File: config.mk
export PLATFORM = sky130hd
export DESIGN_NAME = pipelined_approx_adder
export DESIGN_NICKNAME = d
export VERILOG_FILES = /design/src/rtl/approx_adder_pkg.sv /design/src/rtl/rca_segment.sv /design/src/rtl/pipelined_approx_adder.sv
export SDC_FILE = /design/constraint.sdc
export NUM_CORES = 1
export LEC_CHECK = 0
export ABC_AREA = 0
export BUFFER_PORTS_ARGS = -buffer_cell sky130_fd_sc_hd__buf_2
export CAP_MARGIN = 15
export CORE_UTILIZATION = 59
export CTS_BUF_LIST = sky130_fd_sc_hd__clkbuf_16
export CTS_CLUSTER_SIZE = 28
export DETAILED_ROUTE_END_ITERATION = 16
export PLACE_DENSITY = 0.8
export SLEW_MARGIN = 25
export SYNTH_ARGS = -nofsm -noshare
export SYNTH_HDL_FRONTEND = slang
export SYNTH_SLANG_ARGS = --single-unit
File: constraint.sdc
create_clock -name clk -period 5.4 [get_ports clk]
set_clock_uncertainty 0.2 [all_clocks]
set_input_delay 1.08 -clock clk [delete_from_list [all_inputs] [get_ports clk]]
set_output_delay 1.08 -clock clk [all_outputs]
set_load 0.02 [all_outputs]
File: src/rtl/approx_adder_pkg.sv
// rtl/approx_adder_pkg.sv - shared defaults, stage count helper and stage control record
package approx_adder_pkg;

  localparam int DEF_WIDTH       = 16;
  localparam int DEF_SEG_W       = 4;
  localparam int DEF_APPROX_BITS = 4;

  function automatic int calc_nseg(input int width, input int seg_w);
    return width / seg_w;
  endfunction

  // Control half of a pipeline stage record; the top wraps it with width-dependent fields.
  typedef struct packed {
    logic valid;
    logic approx;
    logic carry;
  } stage_ctrl_t;

endpackage

File: src/rtl/rca_segment.sv
// rtl/rca_segment.sv - combinational ripple segment; bits set in or_mask use a|b instead of a full add
module rca_segment #(
  parameter int SEG_W = 4
) (
  input  logic [SEG_W-1:0] a,
  input  logic [SEG_W-1:0] b,
  input  logic [SEG_W-1:0] or_mask,
  input  logic             cin,
  output logic [SEG_W-1:0] sum,
  output logic             cout
);

  // An OR bit forwards a&b as its carry, which yields the LOA carry into the first exact bit.
  always_comb begin
    logic c;
    c   = cin;
    sum = '0;
    for (int j = 0; j < SEG_W; j++) begin
      if (or_mask[j]) begin
        sum[j] = a[j] | b[j];
        c      = a[j] & b[j];
      end else begin
        sum[j] = a[j] ^ b[j] ^ c;
        c      = (a[j] & b[j]) | (c & (a[j] ^ b[j]));
      end
    end
    cout = c;
  end

endmodule

File: src/rtl/pipelined_approx_adder.sv
// rtl/pipelined_approx_adder.sv - segment-pipelined adder with runtime lower-part-OR mode
// Optional ERROR_MON_EN adds an exact shadow path and an approximation error monitor.
module pipelined_approx_adder
  import approx_adder_pkg::*;
#(
  parameter int WIDTH       = DEF_WIDTH,
  parameter int SEG_W       = DEF_SEG_W,
  parameter int APPROX_BITS = DEF_APPROX_BITS
) (
  input  logic             clk,
  input  logic             rst,
  input  logic             in_valid,
  output logic             in_ready,
  input  logic [WIDTH-1:0] a,
  input  logic [WIDTH-1:0] b,
  input  logic             approx_en,
  output logic             out_valid,
  input  logic             out_ready,
  output logic [WIDTH:0]   sum,
  output logic             out_approx
`ifdef ERROR_MON_EN
  ,
  input  logic             err_clr,
  output logic [31:0]      err_count,
  output logic [WIDTH:0]   err_max
`endif
);

  localparam int NSEG = calc_nseg(WIDTH, SEG_W);
  localparam logic [WIDTH-1:0] LOA_MASK = ~({WIDTH{1'b1}} << APPROX_BITS);

  typedef struct packed {
    stage_ctrl_t      ctrl;
    logic [WIDTH-1:0] psum;
    logic [WIDTH-1:0] a;
    logic [WIDTH-1:0] b;
  } stage_t;

  stage_t           st_q [NSEG];
  stage_t           src  [NSEG];
  stage_t           st_d [NSEG];
  logic [SEG_W-1:0] seg_s  [NSEG];
  logic             seg_co [NSEG];
  logic             advance;

  assign advance  = !out_valid || out_ready;
  assign in_ready = advance;

  // Stage 0 starts from carry 0: the OR bits themselves generate the LOA carry.
  for (genvar gi = 0; gi < NSEG; gi++) begin : g_seg
    if (gi == 0) begin : g_first
      assign src[gi] = {in_valid, approx_en, 1'b0, {WIDTH{1'b0}}, a, b};
    end else begin : g_rest
      assign src[gi] = st_q[gi-1];
    end

    rca_segment #(.SEG_W(SEG_W)) u_seg (
      .a       (src[gi].a[gi*SEG_W +: SEG_W]),
      .b       (src[gi].b[gi*SEG_W +: SEG_W]),
      .or_mask (src[gi].ctrl.approx ? LOA_MASK[gi*SEG_W +: SEG_W] : {SEG_W{1'b0}}),
      .cin     (src[gi].ctrl.carry),
      .sum     (seg_s[gi]),
      .cout    (seg_co[gi])
    );
  end

  always_comb begin
    for (int i = 0; i < NSEG; i++) begin
      st_d[i]                          = src[i];
      st_d[i].psum[i*SEG_W +: SEG_W]   = seg_s[i];
      st_d[i].ctrl.carry               = seg_co[i];
    end
  end

  always_ff @(posedge clk) begin
    if (rst) begin
      for (int i = 0; i < NSEG; i++) st_q[i] <= '0;
    end else if (advance) begin
      for (int i = 0; i < NSEG; i++) st_q[i] <= st_d[i];
    end
  end

  assign out_valid  = st_q[NSEG-1].ctrl.valid;
  assign out_approx = st_q[NSEG-1].ctrl.approx;
  assign sum        = {st_q[NSEG-1].ctrl.carry, st_q[NSEG-1].psum};

`ifdef ERROR_MON_EN
  logic [WIDTH:0] ex_q [NSEG];
  logic [WIDTH:0] err_diff;

  always_ff @(posedge clk) begin
    if (rst) begin
      for (int i = 0; i < NSEG; i++) ex_q[i] <= '0;
    end else if (advance) begin
      ex_q[0] <= {1'b0, a} + {1'b0, b};
      for (int i = 1; i < NSEG; i++) ex_q[i] <= ex_q[i-1];
    end
  end

  always_comb begin
    err_diff = (sum >= ex_q[NSEG-1]) ? (sum - ex_q[NSEG-1]) : (ex_q[NSEG-1] - sum);
  end

  always_ff @(posedge clk) begin
    if (rst || err_clr) begin
      err_count <= '0;
      err_max   <= '0;
    end else if (out_valid && out_ready && out_approx && (err_diff != '0)) begin
      if (err_count != 32'hFFFF_FFFF) err_count <= err_count + 32'd1;
      if (err_diff > err_max) err_max <= err_diff;
    end
  end
`endif

endmodule
==> metrics.yaml, run 1 <==
status: "finished clean"
drt-initial-drc-count: 122
ant_nets: 0
crit_path_end_kind: "primary output"
grt_antenna_before_repair: 0
htreeDepth: 3
pre_cts_ws_ps: 1994
synth_top_area_share_pct: 59.70
place_congestion: 0.6894
leakagePower_nw: 2.232
drive_gt1_share_pct: 46.65
synthTopCellsByArea: "edfxtp_1 (60%), nor3b_2 (17%), fa_1 (6.0%), buf_12 (3.2%), nor3b_1 (2.5%)"
yosysWarnings: 0
cp-start-kind: "input pin"
synth_area_sq_um: 5030
finalPower_mw: 1.669
grt_overflow: 0
cp_data_arrival_time_ps: 1830
fp.dieW_um: 94.33
cp.required_ps: 4120
met3_usage_pct: 4.348
utilization_pct: 67.20
die_height_um: 94.33
grt_usage_pct: 16.86
wl_um: 6813
reg_top3: "st_q: 100 flops"
die_area_sq_um: 8898
synthCells: 288
cts-root-buf: "clkbuf_16"
antenna_cells: 0
critPathMaxFanout: 19
dr_total_vias: 2347
final_area_sq_um: 5522
place_inst: 432
rows: 33
drt-pass1-iter-count: 4
min_path_type: "register to register"
cts_tree: "yes"
cts_resized: 0
drcViolationCount: 0
seq_area_sq_um: 3003
use_met1_pct: 21.89
crit_type: "input pin to primary output"
nNetsFinal: 398
initial_utilization_pct: 61.22
cts_setup_buffers: 0
fin_setup_tns_ps: 0
dp_hpwl_um: 4109
largest_reg_flops: 100
grt_max_degree: 67
synth_common_cells: "edfxtp_1 (100), nor3b_2 (69), inv_1 (31)"
multi_input_area_sq_um: 1658
cts_buffer_depth: 2
fmax_ghz: 0.3213
yosysTopAreaCell: "edfxtp_1"
grt_pass1_vias: 2362
synth_ff_type: "edfxtp_1"
io_pins: 57
wl_per_cell_um: 15.21
use_met2_pct: 26.93
hold_ws_ps: 363.8
io_buffers: 56
irDropWorstVdd_uv: 181.0
ys_seq_area_share_pct: 59.70
period_share_pct: 57.64
synth.avg_cell_area_sq_um: 17.46
postCtsHoldBufs: 0
worst_pin_slew_ps: 1001
ys_types: 24
slew_violations: 0
ys_seq_elements: 100
grt_busiest_layer: "met2"
placed_cell_area_sq_um: 5236
timing.slew.headroom_pct: 33.25
regMostFlops: "st_q"
setup_viol: 0
power_density_nw_per_um2: 302.2
worst_slack_ps: 2287
final_cells: 448
worstSkewPairLatency_ps: 340
synth_fp_nets: 348
period_minus_slack_ps: 3113
yosysMostFrequentCell: "edfxtp_1"
synth-async-reset-ratio_pct: 0
synth_edf_count: 100
cts_buffers: 9
hold_viol_final: 0
core_region_area_sq_um: 8217
drv_cap: 0
rsz0062_at_grt: "false"
clk_pin_slew_ps: 60
via_per_inst: 5.239
fillers: 558
cts_sinks: 100
grt_pass1_wl_um: 11150
syn2layout_area_growth_pct: 9.776
per-layer routing:
metal,up-vias,wire length [um]
met1,1158,2940
met3,10,237
li1,1131,-
met5,-,0
met4,0,119
met2,48,3516
path summary, 6_finish.rpt:
kind	depth (start not counted)	end	start	slack [ps]
max	5	in_ready	out_ready	2290
min	1	st_q[3][40]	st_q[2][40]	360
max reg2reg	8	st_q[3][47]	st_q[2][28]	2650
min reg2reg	1	st_q[3][40]	st_q[2][40]	360
critical path, stage by stage:
cell and delay [ps]:
buf_2 110, nor2b_4 100, buf_4 300, inv_1 60, buf_2 160
placed cells by master, fill, tap and decap left out, drive strengths merged, types with 3 or more instances in the layout:
master,netlist,routed
buf,23,62
nor2b,3,3
nor3b,86,86
clkbuf,0,9
ha,8,8
fa,15,15
a2111oi,4,4
edfxtp,100,100
nor3,9,9
inv,31,33
power by group:
| part | leakage [nW] | switching, mW | internal, mW |
|---|---|---|---|
| clock network | 0.139 | 0.260 | 0.352 |
| registers | 1.19 | 0.0114 | 0.903 |
| logic | 0.906 | 0.0735 | 0.0677 |
| total | 2.23 | 0.345 | 1.32 |
cells by family (layout without fill, tap and decap cells):
kind of cell               count (synthesis)  count (layout)  share of synthesized area, %
buffers and inverters                     54             109                         7.487
and+or+nand+nor                          104             104                         22.61
adders and majority gates                 23              23                         7.960
DFF                                      100             100                         59.70
muxes                                      1               1                        0.1990
AOI/OAI and AO/OA                          6               6                         2.040
area by class of cell:
cell class,instances,share of cell area (%)
Sequential cell,100,54.38
Multi-Input combinational cell,134,30.02
Timing Repair Buffer,62,5.937
Tap cell,105,2.379
Inverter,31,2.107
Clock buffer,9,4.079
Clock inverter,7,1.088
Note: power is estimated with default switching activity, not from simulation.
==> run 2: changes to the inputs <==
--- a/config.mk
+++ b/config.mk
@@ -8,11 +8,11 @@
 export ABC_AREA = 0
 export BUFFER_PORTS_ARGS = -buffer_cell sky130_fd_sc_hd__buf_2
 export CAP_MARGIN = 15
-export CORE_UTILIZATION = 59
+export CORE_UTILIZATION = 53
 export CTS_BUF_LIST = sky130_fd_sc_hd__clkbuf_16
 export CTS_CLUSTER_SIZE = 28
 export DETAILED_ROUTE_END_ITERATION = 16
-export PLACE_DENSITY = 0.8
+export PLACE_DENSITY = 0.76
 export SLEW_MARGIN = 25
 export SYNTH_ARGS = -nofsm -noshare
 export SYNTH_HDL_FRONTEND = slang
==> constraint.sdc (replaced) <==
create_clock -name clk -period 2.8 [get_ports clk]
set_clock_uncertainty 0.2 [all_clocks]
set_input_delay 0.56 -clock clk [delete_from_list [all_inputs] [get_ports clk]]
set_output_delay 0.56 -clock clk [all_outputs]
set_load 0.02 [all_outputs]
==> run 2 against run 1 <==
Effect of this change: critical path depth up 3; largest cell class unchanged; largest power group unchanged; wire length down 0.75%; worst setup slack worse by 2100 ps; die area up 11%; critical endpoint is now st_q[1][39]; cell area up 1.2%; register-to-register slack worse by 2400 ps; hold slack worse by 26 ps; clock power up 99%; power up 95%.
==> metrics.yaml, run 2 (synthesized netlist as in run 1, its figures left out) <==
reg_top3: "st_q: 100 flops"
grt_antenna_before_repair: 0
worstSkewPairLatency_ps: 340
core_region_area_sq_um: 9196
io_buffers: 56
io_pins: 57
top_layer: "met4"
grt_pass1_wl_um: 11360
worst_slack_ps: 208.9
grt_max_degree: 101
drive_gt1_share_pct: 47.54
place_congestion: 0.6673
slew_violations: 0
hold_start: "b[7]"
htreeDepth: 3
initial_utilization_pct: 54.69
cp_data_arrival_time_ps: 2580
drt-pass1-iter-count: 4
wl_um: 6762
power_density_nw_per_um2: 582.5
clk_pin_slew_ps: 70
postCtsHoldBufs: 0
syn2layout_area_growth_pct: 11.14
crit_path_end_kind: "register"
cts_tree: "yes"
mostFrequentLayoutCell: "edfxtp_1"
critical_path.cell_chain: "inv_1 > fa_1 > inv_1 > fa_1 > fa_1 > inv_1 > fa_1 > nor3_2"
cp-start-kind: "register"
cts_resized: 0
drt-initial-drc-count: 90
rsz0062_at_grt: "false"
grt_usage_pct: 15.21
r2r-start: "st_q[0][48]"
die_area_sq_um: 9883
max_stage_delay_ps: 450
crit_top_cell: "fa_1"
drt-met1-wl_um: 3055
cts_sinks: 100
timing.slew.headroom_pct: 55.59
setup_viol: 0
die_height_um: 99.42
leakagePower_nw: 2.251
critPathMaxFanout: 1
wl_met2_um: 3334
reg2regPathDepth: 8
min_path_type: "input pin to register"
period_minus_slack_ps: 2591
final_cells: 456
regMostFlops: "st_q"
worst_pin_slew_ps: 666.2
rr_endpoint: "st_q[1][39]"
rows: 35
nNetsFinal: 400
dr_total_vias: 2367
drv_cap: 0
cpMaxStageDelayCell: "fa_1"
irDropWorstVdd_uv: 303.0
place_inst: 440
cts_buffer_depth: 2
final_cell_mix: "edfxtp_1 (100), nor3b_2 (69), buf_2 (55)"
dp_hpwl_um: 3930
min_to: "st_q[0][7]"
drcViolationCount: 0
status: "finished clean"
grt_overflow: 0
cts_setup_buffers: 0
wl_per_cell_um: 14.83
fp.dieW_um: 99.42
reg2reg_slack_ps: 210
antenna_cells: 0
via_per_inst: 5.191
pre_cts_ws_ps: -97.84
period_share_pct: 92.54
ant_nets: 0
fmax_ghz: 0.3859
largest_reg_flops: 100
hold_depth: 2
cp.required_ps: 2790
cts_buffers: 9
cts-root-buf: "clkbuf_16"
crit_type: "register to register"
hold_viol_final: 0
grt_pass1_vias: 2395
dr_wl_met3_um: 230
[run 2: report_power, final]
group	internal, mW	total (mW)	switching [mW]
registers	1.74	1.76	0.0213
clock network	0.688	1.22	0.530
logic	0.135	0.276	0.141
[run 2: per-stage QoR]
step                      setup TNS (ps)  power, mW  area [sq um]  hold WS, ps  util, %
after floorplan                        0      2.008          5032        337.5        -
after global placement            -79.56      2.063          5296        341.4    57.59
after detailed placement          -174.3      2.077          5296        350.4    57.59
after CTS                              0      3.291          5590        329.9    60.79
after global routing                   0      3.375          5590        335.2    60.79
final                                  0      3.256          5590        337.9    60.79
[run 2: worst max-delay path by stage]
| stage | start | endpoint | slack (ps) | depth (start not counted) |
|---|---|---|---|---|
| floorplan | rst | st_q[0][10] | 60 | 2 |
| global placement | a[0] | st_q[0][35] | -50 | 10 |
| detailed placement | a[0] | st_q[0][35] | -100 | 10 |
| CTS | st_q[0][48] | st_q[1][39] | 180 | 8 |
| global route | st_q[0][48] | st_q[1][39] | 120 | 8 |
| finish | st_q[0][48] | st_q[1][39] | 210 | 8 |
[run 2: cell type report]
type,instances,area (sq um)
clock buffer,9,225.2
clock inverter,7,68.82
fill,720,3606
inverter,31,116.4
multi-input combinational,134,1658
sequential,100,3003
tap,111,138.9
timing repair buffer,64,380.4
[run 2: layer usage]
layer  up-vias  track usage (%)
li1       1136                -
met2        47            23.24
met3        10            3.233
met1      1174            20.48
met4         0            8.484
met5         -                0
[run 2: worst max-delay path, delay by kind of cell, from the launching register on]
kind | cells | cell delay (ps)
fa+ha+maj | 4 | 1460
flops | 1 | 360
buf+inv | 3 | 230
simple gates | 1 | 180
==> run 3: changes to the inputs <==
--- a/config.mk
+++ b/config.mk
@@ -8,11 +8,13 @@
 export ABC_AREA = 0
 export BUFFER_PORTS_ARGS = -buffer_cell sky130_fd_sc_hd__buf_2
 export CAP_MARGIN = 15
-export CORE_UTILIZATION = 53
+export CELL_PAD_IN_SITES_DETAIL_PLACEMENT = 1
+export CELL_PAD_IN_SITES_GLOBAL_PLACEMENT = 1
+export CORE_UTILIZATION = 45
 export CTS_BUF_LIST = sky130_fd_sc_hd__clkbuf_16
 export CTS_CLUSTER_SIZE = 28
 export DETAILED_ROUTE_END_ITERATION = 16
-export PLACE_DENSITY = 0.76
+export PLACE_DENSITY_LB_ADDON = 0.1
 export SLEW_MARGIN = 25
 export SYNTH_ARGS = -nofsm -noshare
 export SYNTH_HDL_FRONTEND = slang
==> run 3 against run 2 <==
Effect of this change: sequential share of layout area decreased by 0.42 points; hold slack worse by 1.4 ps; critical path depth unchanged; maximum frequency shrank 2.5%; sequential power hardly changed.
==> metrics.yaml, run 3 (synthesized netlist as in run 1, its figures left out) <==
drv_cap: 0
ant_nets: 0
crit_type: "register to register"
min_to: "st_q[0][7]"
hold_viol_final: 0
grt_max_degree: 101
grt_pass1_vias: 2498
die_height_um: 107.7
status: "finished clean"
dr_total_vias: 2416
leakagePower_nw: 2.272
die_area_sq_um: 11600
placed_cell_area_sq_um: 5328
io_buffers: 56
wl_um: 7643
cp-start-kind: "register"
setup_viol: 0
grt_busiest_layer: "met2"
grt_usage_pct: 14.65
drt-initial-drc-count: 127
grt_antenna_before_repair: 0
worstSkewPairLatency_ps: 340
mostFrequentLayoutCell: "edfxtp_1"
cts_resized: 0
rsz0062_at_grt: "false"
dp_hpwl_um: 4737
cts_tree: "yes"
period_minus_slack_ps: 2657
drt-pass1-iter-count: 4
fmax_ghz: 0.3764
utilization_pct: 51.75
fin_setup_tns_ps: 0
postCtsHoldBufs: 0
final_area_sq_um: 5634
drive_gt1_share_pct: 47.83
use_met1_pct: 18.07
use_met2_pct: 24.27
period_share_pct: 94.89
reg_top3: "st_q: 100 flops"
worst_pin_slew_ps: 636.2
cts_sinks: 100
irDropWorstVdd_uv: 351.8
regMostFlops: "st_q"
hold_start: "b[7]"
place_congestion: 0.6551
cts_buffer_depth: 2
antenna_cells: 0
final_cells: 485
cts-root-buf: "clkbuf_16"
timing.slew.headroom_pct: 57.59
cp_data_arrival_time_ps: 2640
nNetsFinal: 401
critPathMaxFanout: 1
place_inst: 470
syn2layout_area_growth_pct: 12.01
r2r-start: "st_q[2][12]"
rows: 38
clk_pin_slew_ps: 70
grt_overflow: 0
min_path_type: "input pin to register"
reg2reg_slack_ps: 140
largest_reg_flops: 100
power_density_nw_per_um2: 590.0
reg2regPathDepth: 8
core_region_area_sq_um: 10890
slew_violations: 0
cts_setup_buffers: 0
cp.required_ps: 2790
grt_pass1_wl_um: 12580
via_per_inst: 4.981
finalPower_mw: 3.324
io_pins: 57
crit_path_end_kind: "register"
fp.dieW_um: 107.7
worst_slack_ps: 143.2
drcViolationCount: 0
hold_depth: 2
pre_cts_ws_ps: -124.5
rr_endpoint: "st_q[3][47]"
hold_ws_ps: 336.5
met3_usage_pct: 5.327
wl_per_cell_um: 15.76
final_cell_mix: "edfxtp_1 (100), nor3b_2 (69), buf_2 (55)"
cts_buffers: 9
initial_utilization_pct: 46.20
htreeDepth: 3
run 3: cell types whose count changed in the layout (fill, tap and decap cells not counted):
cell,change
clkinv_2,+2
clkinvlp_4,-2
buf_12,-1
clkinv_1,-1
bufinv_16,+1
buf_4,+2
clkinv_4,-1
run 3: worst max-delay path by stage:
| stage | end | slack, ps | startpoint | cells past startpoint |
|---|---|---|---|---|
| after floorplan | st_q[0][10] | 60 | rst | 2 |
| after global placement | st_q[0][35] | -60 | a[0] | 10 |
| after CTS | st_q[3][47] | 100 | st_q[2][12] | 8 |
| after detailed placement | st_q[0][35] | -120 | a[0] | 10 |
| final | st_q[3][47] | 140 | st_q[2][12] | 8 |
| after global routing | st_q[3][47] | 10 | st_q[2][48] | 8 |
run 3: worst max-delay path, cell delays in order, from the launching register on:
cell,delay [ps]
edfxtp_1,370
inv_1,80
fa_1,220
inv_1,80
fa_1,460
fa_1,420
inv_1,100
fa_1,400
nor3_2,170
run 3: layout make-up:
| type | instances | area, sq um |
|---|---|---|
| fillers | 1070 | 5254 |
| flip-flops and latches | 100 | 3003 |
| multi-input cells | 134 | 1658 |
| repair buffers | 65 | 375.4 |
| clock buffers | 9 | 225.2 |
| well taps | 140 | 175.2 |
| inverters | 31 | 116.4 |
| clock inverters | 6 | 81.33 |
run 3: metal layers:
layer  up-vias  routed length, um
met2        48               3967
met3         6                296
li1       1134                  -
met5         -                  0
met4         0                 69
met1      1228               3309
run 3: power by group:
group | switching [mW] | leakage [nW] | internal [mW]
clock network | 0.506 | 0.152 | 0.771
registers | 0.0249 | 1.19 | 1.74
logic | 0.144 | 0.933 | 0.136
